<file path="src/rtl/decode_buffer_stage_pkg.sv">
// Shared types and RV32I opcode constants for the buffered decode stage.
// Imported by the instruction FIFO and the decode_buffer_stage top.
package decode_buffer_stage_pkg;

    localparam logic [6:0] OPC_LUI      = 7'b0110111;
    localparam logic [6:0] OPC_AUIPC    = 7'b0010111;
    localparam logic [6:0] OPC_JAL      = 7'b1101111;
    localparam logic [6:0] OPC_JALR     = 7'b1100111;
    localparam logic [6:0] OPC_BRANCH   = 7'b1100011;
    localparam logic [6:0] OPC_LOAD     = 7'b0000011;
    localparam logic [6:0] OPC_STORE    = 7'b0100011;
    localparam logic [6:0] OPC_OP_IMM   = 7'b0010011;
    localparam logic [6:0] OPC_OP       = 7'b0110011;
    localparam logic [6:0] OPC_MISC_MEM = 7'b0001111;
    localparam logic [6:0] OPC_SYSTEM   = 7'b1110011;

    typedef struct packed {
        logic [31:0] pc;
        logic [31:0] next_pc;
    } fetch_state_t;

    typedef struct packed {
        logic [31:0]  inst;
        fetch_state_t fetch_state;
    } fetch_entry_t;

    typedef struct packed {
        logic [31:0] pc;
        logic [31:0] next_pc;
        logic [31:0] i_immed;
        logic [31:0] s_immed;
        logic [31:0] b_immed;
        logic [31:0] u_immed;
        logic [31:0] j_immed;
        logic [6:0]  opcode;
        logic [2:0]  funct3;
        logic [6:0]  funct7;
        logic        rf_wr_en;
        logic        mem_read;
        logic        mem_write;
        logic        branch;
        logic        jal;
        logic        jalr;
    } decode_state_t;

    typedef struct packed {
        logic        rs1_used;
        logic        rs2_used;
        logic        rd_used;
        logic [4:0]  rs1_addr;
        logic [4:0]  rs2_addr;
        logic [4:0]  rd_addr;
        logic [31:0] rs1_data;
        logic [31:0] rs2_data;
    } reg_meta_t;

    function automatic logic is_legal_opcode(input logic [6:0] opc);
        return opc inside {OPC_LUI, OPC_AUIPC, OPC_JAL, OPC_JALR, OPC_BRANCH, OPC_LOAD,
                           OPC_STORE, OPC_OP_IMM, OPC_OP, OPC_MISC_MEM, OPC_SYSTEM};
    endfunction

endpackage

</file>
<file path="src/rtl/decode_buffer_stage_fifo.sv">
// Power-of-two circular instruction buffer with occupancy count and synchronous flush.
// Pointers wrap naturally because DEPTH is a power of two.
module decode_fifo
    import decode_buffer_stage_pkg::*;
#(
    parameter int  DEPTH = 2,
    parameter type T     = fetch_entry_t
) (
    input  logic                       clk,
    input  logic                       rst_n,
    input  logic                       push,
    input  logic                       pop,
    input  logic                       flush,
    input  T                           wr_data,
    output T                           head,
    output logic [$clog2(DEPTH+1)-1:0] count,
    output logic                       full,
    output logic                       empty
);
    localparam int PW = $clog2(DEPTH);
    localparam int CW = $clog2(DEPTH+1);

    T               mem [DEPTH];
    logic [PW-1:0]  wr_ptr;
    logic [PW-1:0]  rd_ptr;
    logic           do_push;
    logic           do_pop;

    assign full    = (count == CW'(DEPTH));
    assign empty   = (count == '0);
    assign do_push = push & ~full & ~flush;
    assign do_pop  = pop & ~empty & ~flush;
    assign head    = mem[rd_ptr];

    always_ff @(posedge clk or negedge rst_n) begin
        if (!rst_n) begin
            wr_ptr <= '0;
            rd_ptr <= '0;
            count  <= '0;
        end else if (flush) begin
            wr_ptr <= '0;
            rd_ptr <= '0;
            count  <= '0;
        end else begin
            if (do_push) wr_ptr <= wr_ptr + PW'(1);
            if (do_pop)  rd_ptr <= rd_ptr + PW'(1);
            case ({do_push, do_pop})
                2'b10:   count <= count + CW'(1);
                2'b01:   count <= count - CW'(1);
                default: count <= count;
            endcase
        end
    end

    // Storage needs no reset: entries are only observed while counted as valid.
    always_ff @(posedge clk) begin
        if (do_push) mem[wr_ptr] <= wr_data;
    end

endmodule

</file>
<file path="src/rtl/decode_buffer_stage.sv">
// Buffered RV32I decode stage: fetch entries queue in a small FIFO, the head is decoded
// combinationally and captured into a valid/ready output register (optional empty bypass).
module decode_buffer_stage
    import decode_buffer_stage_pkg::*;
#(
    parameter int DEPTH       = 2,
    parameter bit BYPASS      = 1'b1,
    parameter bit ILLEGAL_CHK = 1'b1
) (
    input  logic                       clk_i,
    input  logic                       rst_ni,
    input  logic                       valid_i,
    output logic                       ready_o,
    input  fetch_state_t               fetch_state_i,
    input  logic [31:0]                inst_i,
    input  logic                       squash_i,
    output logic [4:0]                 rf_port1_reg_o,
    output logic [4:0]                 rf_port2_reg_o,
    input  logic [31:0]                rf_rs1_i,
    input  logic [31:0]                rf_rs2_i,
    output logic                       valid_o,
    input  logic                       ready_i,
    output decode_state_t              decode_state_o,
    output reg_meta_t                  reg_meta_o,
    output logic                       illegal_o,
    output logic [$clog2(DEPTH+1)-1:0] occupancy_o
);
    fetch_entry_t  in_entry;
    fetch_entry_t  fifo_head;
    fetch_entry_t  head;
    logic          fifo_full;
    logic          fifo_empty;
    logic          fifo_push;
    logic          fifo_pop;
    logic          push;
    logic          load;
    logic          head_valid;
    logic          pop;
    logic          bypass_take;
    logic [31:0]   inst;
    logic [6:0]    opcode;
    logic          writes_rd;
    logic          illegal;
    decode_state_t dec;
    reg_meta_t     meta;

    assign in_entry    = '{inst: inst_i, fetch_state: fetch_state_i};
    assign ready_o     = ~fifo_full;
    assign push        = valid_i & ready_o & ~squash_i;
    assign load        = (~valid_o | ready_i) & ~squash_i;
    assign head_valid  = ~fifo_empty | (BYPASS && push);
    assign pop         = load & head_valid;
    assign bypass_take = BYPASS && (fifo_empty & push & load);
    assign fifo_push   = push & ~bypass_take;
    assign fifo_pop    = load & ~fifo_empty;

    decode_fifo #(.DEPTH(DEPTH), .T(fetch_entry_t)) u_fifo (
        .clk     (clk_i),
        .rst_n   (rst_ni),
        .push    (fifo_push),
        .pop     (fifo_pop),
        .flush   (squash_i),
        .wr_data (in_entry),
        .head    (fifo_head),
        .count   (occupancy_o),
        .full    (fifo_full),
        .empty   (fifo_empty)
    );

    assign head           = (fifo_empty && BYPASS) ? in_entry : fifo_head;
    assign inst           = head.inst;
    assign opcode         = inst[6:0];
    assign rf_port1_reg_o = inst[19:15];
    assign rf_port2_reg_o = inst[24:20];

    // Illegal words suppress every architectural side effect, not just the flag.
    always_comb begin
        dec       = '0;
        meta      = '0;
        illegal   = ILLEGAL_CHK && !is_legal_opcode(opcode);
        writes_rd = opcode inside {OPC_LUI, OPC_AUIPC, OPC_JAL, OPC_JALR, OPC_LOAD,
                                   OPC_OP_IMM, OPC_OP};

        dec.pc        = head.fetch_state.pc;
        dec.next_pc   = head.fetch_state.next_pc;
        dec.i_immed   = {{20{inst[31]}}, inst[31:20]};
        dec.s_immed   = {{20{inst[31]}}, inst[31:25], inst[11:7]};
        dec.b_immed   = {{19{inst[31]}}, inst[31], inst[7], inst[30:25], inst[11:8], 1'b0};
        dec.u_immed   = {inst[31:12], 12'b0};
        dec.j_immed   = {{11{inst[31]}}, inst[31], inst[19:12], inst[20], inst[30:21], 1'b0};
        dec.opcode    = opcode;
        dec.funct3    = inst[14:12];
        dec.funct7    = inst[31:25];
        dec.rf_wr_en  = writes_rd && (inst[11:7] != 5'd0) && !illegal;
        dec.mem_read  = (opcode == OPC_LOAD) && !illegal;
        dec.mem_write = (opcode == OPC_STORE) && !illegal;
        dec.branch    = (opcode == OPC_BRANCH);
        dec.jal       = (opcode == OPC_JAL);
        dec.jalr      = (opcode == OPC_JALR);

        meta.rs1_used = opcode inside {OPC_JALR, OPC_BRANCH, OPC_LOAD, OPC_STORE,
                                       OPC_OP_IMM, OPC_OP};
        meta.rs2_used = opcode inside {OPC_BRANCH, OPC_STORE, OPC_OP};
        meta.rd_used  = writes_rd && !illegal;
        meta.rs1_addr = inst[19:15];
        meta.rs2_addr = inst[24:20];
        meta.rd_addr  = inst[11:7];
        meta.rs1_data = rf_rs1_i;
        meta.rs2_data = rf_rs2_i;
    end

    always_ff @(posedge clk_i or negedge rst_ni) begin
        if (!rst_ni) begin
            valid_o        <= 1'b0;
            decode_state_o <= '0;
            reg_meta_o     <= '0;
            illegal_o      <= 1'b0;
        end else if (pop) begin
            valid_o        <= 1'b1;
            decode_state_o <= dec;
            reg_meta_o     <= meta;
            illegal_o      <= illegal;
        end else if (squash_i || load) begin
            valid_o        <= 1'b0;
        end
    end

endmodule

</file>
<file path="config.mk">
export PLATFORM = sky130hd
export DESIGN_NAME = decode_buffer_stage
export DESIGN_NICKNAME = d
export VERILOG_FILES = /design/src/rtl/decode_buffer_stage_pkg.sv /design/src/rtl/decode_buffer_stage_fifo.sv /design/src/rtl/decode_buffer_stage.sv
export SDC_FILE = /design/constraint.sdc
export NUM_CORES = 1
export LEC_CHECK = 0
export ABC_AREA = 1
export CORE_AREA = 2 2 198 200
export CTS_CLUSTER_DIAMETER = 40
export DETAILED_ROUTE_END_ITERATION = 16
export DIE_AREA = 0 0 200 202
export GPL_ROUTABILITY_DRIVEN = 0
export PLACE_DENSITY = 0.84
export SETUP_SLACK_MARGIN = 0.15
export SLEW_MARGIN = 20
export SYNTH_ARGS = -nofsm -noshare
export SYNTH_HDL_FRONTEND = slang
export SYNTH_HIERARCHICAL = 1
export SYNTH_SLANG_ARGS = --single-unit
</file>
<file path="constraint.sdc">
create_clock -name clk_i -period 8.95 [get_ports clk_i]
set_input_delay 2.2375 -clock clk_i [delete_from_list [all_inputs] [get_ports clk_i]]
set_output_delay 2.2375 -clock clk_i [all_outputs]
set_load 0.05 [all_outputs]
</file>
[Yosys cells after proc, flatten, opt, wreduce, memory -nomap -nowiden]
Memories as Yosys holds them, arrays and structs flattened.
Index checks and enable logic that the tools add are counted.
Operators by class
  add/sub/neg operators: 4
  $mul: 0
  div/mod/pow operators: 0
  $lt $le $gt $ge: 0
  eq/ne operators: 14
  shift operators: 0
  mux-type cells: 11
  bitwise operators: 19
  reduce and logical (&&, ||, !) cells: 17
Operator list (count)
  96-bit 2-to-1 mux: 1
  7-bit equality test (second input constant): 4
  7-bit by 6-bit equality test with 1-bit output (second input constant): 3
  7-bit by 5-bit equality test with 1-bit output (second input constant): 2
  1-bit bitwise AND: 12
  11-bit nonzero test: 1
  1-bit 2-to-1 mux: 8
  7-bit by 2-bit equality test with 1-bit output (second input constant): 1
  7-bit by 4-bit equality test with 1-bit output (second input constant): 1
  7-bit nonzero test: 1
  2-bit nonzero test: 3
  3-bit nonzero test: 2
  6-bit nonzero test: 1
  1-bit logical AND: 5
  1-bit NOT: 5
  5-bit nonzero test: 1
  2-bit equality test (second input constant): 2
  2-bit one-hot mux with 2 select lines: 1
  1-bit adder (second input constant): 2
  2-bit by 1-bit adder with 2-bit output (second input constant): 1
  2-bit by 1-bit equality test with 1-bit output (second input constant): 1
  2-bit zero test: 1
  2-bit 2-to-1 mux: 1
  1-bit bitwise OR: 2
  other kinds (3): 3
Storage, ports and cells
  register bits after elaboration: 251
  bits in latches: 0
  bits in writable memories: 192
  ROM bits: 0
  input port bits: 165
  output and inout port bits: 344
  logic and storage cells: 95
  memories: 1
Memories
  u_fifo.mem: words 2, width 96, rd ports 1, clocked after memory_dff 0, wr ports 1, line decode_buffer_stage_fifo.sv:23  | T mem [DEPTH];

[Longest topological paths before layout]
  word-level depth: 13
  depth in mapped cells: 16
  mapped depth without buffers: 13

[Hierarchy]
The synthesis kept the hierarchy.
Modules (own cells, without submodules)
  decode_buffer_stage: instances 1, cells an instance 1095, area an instance 8752.1 sq um, seq. area each 4279.1 sq um
  decode_fifo: instances 1, cells an instance 543, area an instance 7252.0 sq um, seq. area each 5865.6 sq um

[Worst setup path after synthesis]
Ideal clock, no wire load.
  kind: input to register
  start: in ready_i
  end: mem u_fifo/mem[1][0] (netlist name), enable pin
  setup time: 0.551 ns
  data arrival time: 7.268 ns
  data required time: 8.399 ns
  slack: 1.131 ns
  stages on the path: 7
  path buffers: 0
  cells stage by stage: inv_1 -> nand2_1 -> a2111oi_0 -> nand2_4 -> inv_2 -> nand2_1 -> nor2_1
On the way
  word-level cells in the longest chain between the ends: 9
Ends and longest elaborated chain
  start: declaration: line decode_buffer_stage.sv:22  | input logic ready_i,
  1-bit bitwise OR: line decode_buffer_stage.sv:50  | assign load = (~valid_o | ready_i) & ~squash_i;
  1-bit bitwise AND: line decode_buffer_stage.sv:50
  1-bit bitwise AND: line decode_buffer_stage.sv:53  | assign bypass_take = BYPASS && (fifo_empty & push & load);
  1-bit NOT: line decode_buffer_stage.sv:54  | assign fifo_push = push & ~bypass_take;
  1-bit bitwise AND: line decode_buffer_stage.sv:54
  net fifo_push: line decode_buffer_stage.sv:33  | logic fifo_push;
  1-bit bitwise AND (2 in a row): line decode_buffer_stage_fifo.sv:31  | assign do_push = push & ~full & ~flush;
  1-bit 2-to-1 mux: line decode_buffer_stage_fifo.sv:57  | if (do_push) mem[wr_ptr] <= wr_data;
  1-bit 2-to-1 mux (implied by the code): line decode_buffer_stage_fifo.sv:57
  end: declaration: line decode_buffer_stage_fifo.sv:23
The timed path passes the listed nets, and every way through them passes these cells.

[Worst setup path in the final report]
  start: reg u_fifo.count[1]
  end: out rf_port2_reg_o[0]
On the way
  word-level cells in the longest chain between the ends: 2
Ends and longest elaborated chain
  start: declaration: line decode_buffer_stage_fifo.sv:16  | output logic [$clog2(DEPTH+1)-1:0] count,
  start signal: assignment: line decode_buffer_stage_fifo.sv:48  | 2'b10: count <= count + CW'(1);
  start signal: assignment: line decode_buffer_stage_fifo.sv:49  | 2'b01: count <= count - CW'(1);
  start signal: assignment: line decode_buffer_stage_fifo.sv:50  | default: count <= count;
  2-bit zero test: line decode_buffer_stage_fifo.sv:30  | assign empty = (count == '0);
  net fifo_empty: line decode_buffer_stage.sv:32  | logic fifo_empty;
  96-bit 2-to-1 mux: line decode_buffer_stage.sv:70  | assign head = (fifo_empty && BYPASS) ? in_entry : fifo_head;
  end: declaration: line decode_buffer_stage.sv:18  | output logic [4:0] rf_port2_reg_o,
The timed path passes the listed nets, and every way through them passes these cells.

==> flow_summary.yaml <==
outcome:
  status: "complete, no violations"
routing:
  dr.pass1.iters: 8
  dr.first_iter.drc_count: 867
  wl_per_cell_um: 17.50
  wl_mm: 44.01
  m1WireLength_mm: 16.80
  wl_met3_mm: 3.392
  vias: 12387
  antenna_left: 0
  drt-vias-per-instance: 4.925
  drcViolationCount: 0
  wl_met2_mm: 21.87
  top_layer: "met5"
final_layout:
  fin_nets: 2121
  fillers: 3101
  area_delta_synth_final_pct: 35.13
  regArea_um2: 10150
  drive_above_1_share_pct: 5.522
  finalNonFillerCells: 2515
  multi_input_area_um2: 4131
timing:
  hold_viol_final: 0
  setup_viol: 0
  rsz0062_at_grt: "no"
  max_freq_ghz: 0.1611
  worstMarginPinSlew_ns: 1.201
  max-slew-margin-rel_pct: 19.94
  fin_crit_sh_pct: 69.37
  drv_slew: 0
  whs_ns: 0.4670
  period_minus_slack_ns: 6.209
  skew_ns: 0.02225
  setup_tns_ns: 0
global_routing:
  grt_pass1_wl_mm: 67.28
  gr-total-overflow: 0
  grt_usage_pct: 21.37
  antenna_found_initial: 5
  grt_pass1_vias: 12025
  grt_max_degree: 248
yosys:
  synth_edf_count: 192
  synthFlopType: "edfxtp_1"
  synth_area_um2: 16000
  synth.distinct_cells: 31
  async_flop_share_pct: 47.68
  yosysSeqAreaShare_pct: 63.39
  synth_area_per_cell_um2: 9.771
  synth_top_area_share_pct: 36.03
  netlist_top_cells_count: "757 x nand2_1, 192 x edfxtp_1, 178 x buf_4"
  netlist_instances: 1638
  ys_warn_count: 6
  synth_area_leaders: "edfxtp_1 36%, dfrtp_1 27%, nand2_1 18%"
  ys_ff_latch: 367
  synth.most_common_cell: "nand2_1"
  synth_area_leader_cell: "edfxtp_1"
floorplanning:
  die_x_um: 200
  initial_core_util_pct: 41.80
  die-area_um2: 40400
  die_h_um: 202
  core.rowCount: 72
  ioPinCount: 509
  core_area_um2: 38290
placement:
  placed_cells: 2426
  hpwl_mm: 28.41
  port_buffers: 494
hold_path:
  hp-start: "reg_meta_o[15]$_DFFE_PN0P_"
  holdPathStages: 2
  hold_path.class: "register to register"
setup_path:
  worstSetupPathType: "register to output port"
  rr_startpoint: "u_fifo/count[1]$_DFFE_PN0P_"
  worst-r2r-cell-count: 10
  arrival_ns: 3.97
  startpoint: "u_fifo/count[1]$_DFFE_PN0P_"
  crit_required_ns: 6.71
  rrSetupSlack_ns: 4.63
  timing.critical_path.from_type: "register"
  critPathCaptureType: "output port"
  cp_max_fo: 63
cts:
  ctsHoldBuffers: 0
  clk_pin_slew_ns: 0.05
  cts-resized-gates: 0
  tritoncts: "built"
  htree_num_levels: 2
  cts_buffers: 46
  clockBufferDepth: 3
  cts_num_sinks: 367
  root_buffer: "clkbuf_16"
  insertion_delay_ns: 0.54
  postCtsSetupBuffers: 0
flow_run:
  cap_viol_max_count: 0
-- layer usage --
| metal | track usage (%) | vias to the layer above |
|---|---|---|
| met5 | 0 | - |
| met4 | 9.656 | 2 |
| met3 | 4.071 | 129 |
| met2 | 36.48 | 580 |
| met1 | 26.22 | 5927 |
| li1 | - | 5749 |
-- state kept, by name (all words and copies together), names as in the netlist --
register,flops
u_fifo/mem,192
decode_state_o,98
reg_meta_o,71
u_fifo/count,2
illegal_o,1
u_fifo/rd_ptr,1
u_fifo/wr_ptr,1
valid_o,1
-- metrics by stage --
stage / util [%] / setup WS [ns] / instance area (um^2)
4_1_cts: 56.44 / 2.585 / 21610
3_5_place_dp: 52.48 / 2.930 / 20090
6_report: 56.49 / 2.741 / 21630
5_1_grt: 56.48 / 2.466 / 21620
3_3_place_gp: 52.48 / 2.945 / 20090
2_1_floorplan: - / 1.131 / 16050
-- area by class of cell --
type                    instances  area share, %
inverters                      29         0.5149
clock inverters                22          1.082
diodes                          5        0.05785
clock buffers                  62          5.930
repair buffers                506          23.37
well taps                     518          2.997
flip-flops and latches        367          46.94
multi-input cells            1006          19.10
-- path summary, 6_finish.rpt --
path | endpoint
worst max-delay path | rf_port2_reg_o[0]
worst min-delay path | reg_meta_o[15]$_DFFE_PN0P_
worst max register to register | u_fifo/mem[1][92]$_DFFE_PP_
worst min register to register | reg_meta_o[15]$_DFFE_PN0P_
max in group asynchronous | reg_meta_o[29]$_DFFE_PN0P_
min in group asynchronous | reg_meta_o[15]$_DFFE_PN0P_
-- logic make-up after synthesis --
group,share of synthesized area (%)
flip-flops,63.39
AO/OA/AOI/OAI,4.362
buffers and inverters,11.24
other,0.02343
AND/OR/NAND/NOR,20.98
-- worst max-delay path: stages (launching register included) --
cell             delay [ns]
dfrtp_1                0.47
nor2_4                 0.10
buf_4                  0.42
clkinv_2               0.88
buf_4                  0.61
nand2_1                0.14
nand2_1                0.06
clkdlybuf4s50_1        0.74
-- placed cells by master (no fill, tap or decap), types with 11 or more instances in the layout --
cell type / Yosys / final
edfxtp_1: 192 / 192
nor2_1: 103 / 102
inv_1: 23 / 23
conb_1: 1 / 14
a31oi_1: 89 / 89
nand2_1: 757 / 757
clkdlybuf4s50_1: 0 / 493
clkbuf_16: 0 / 47
dfrtp_1: 175 / 173
o21ai_0: 11 / 11
Power is not shown: default switching activity piles up to over one toggle a cycle in this logic, so the estimate is an artifact.
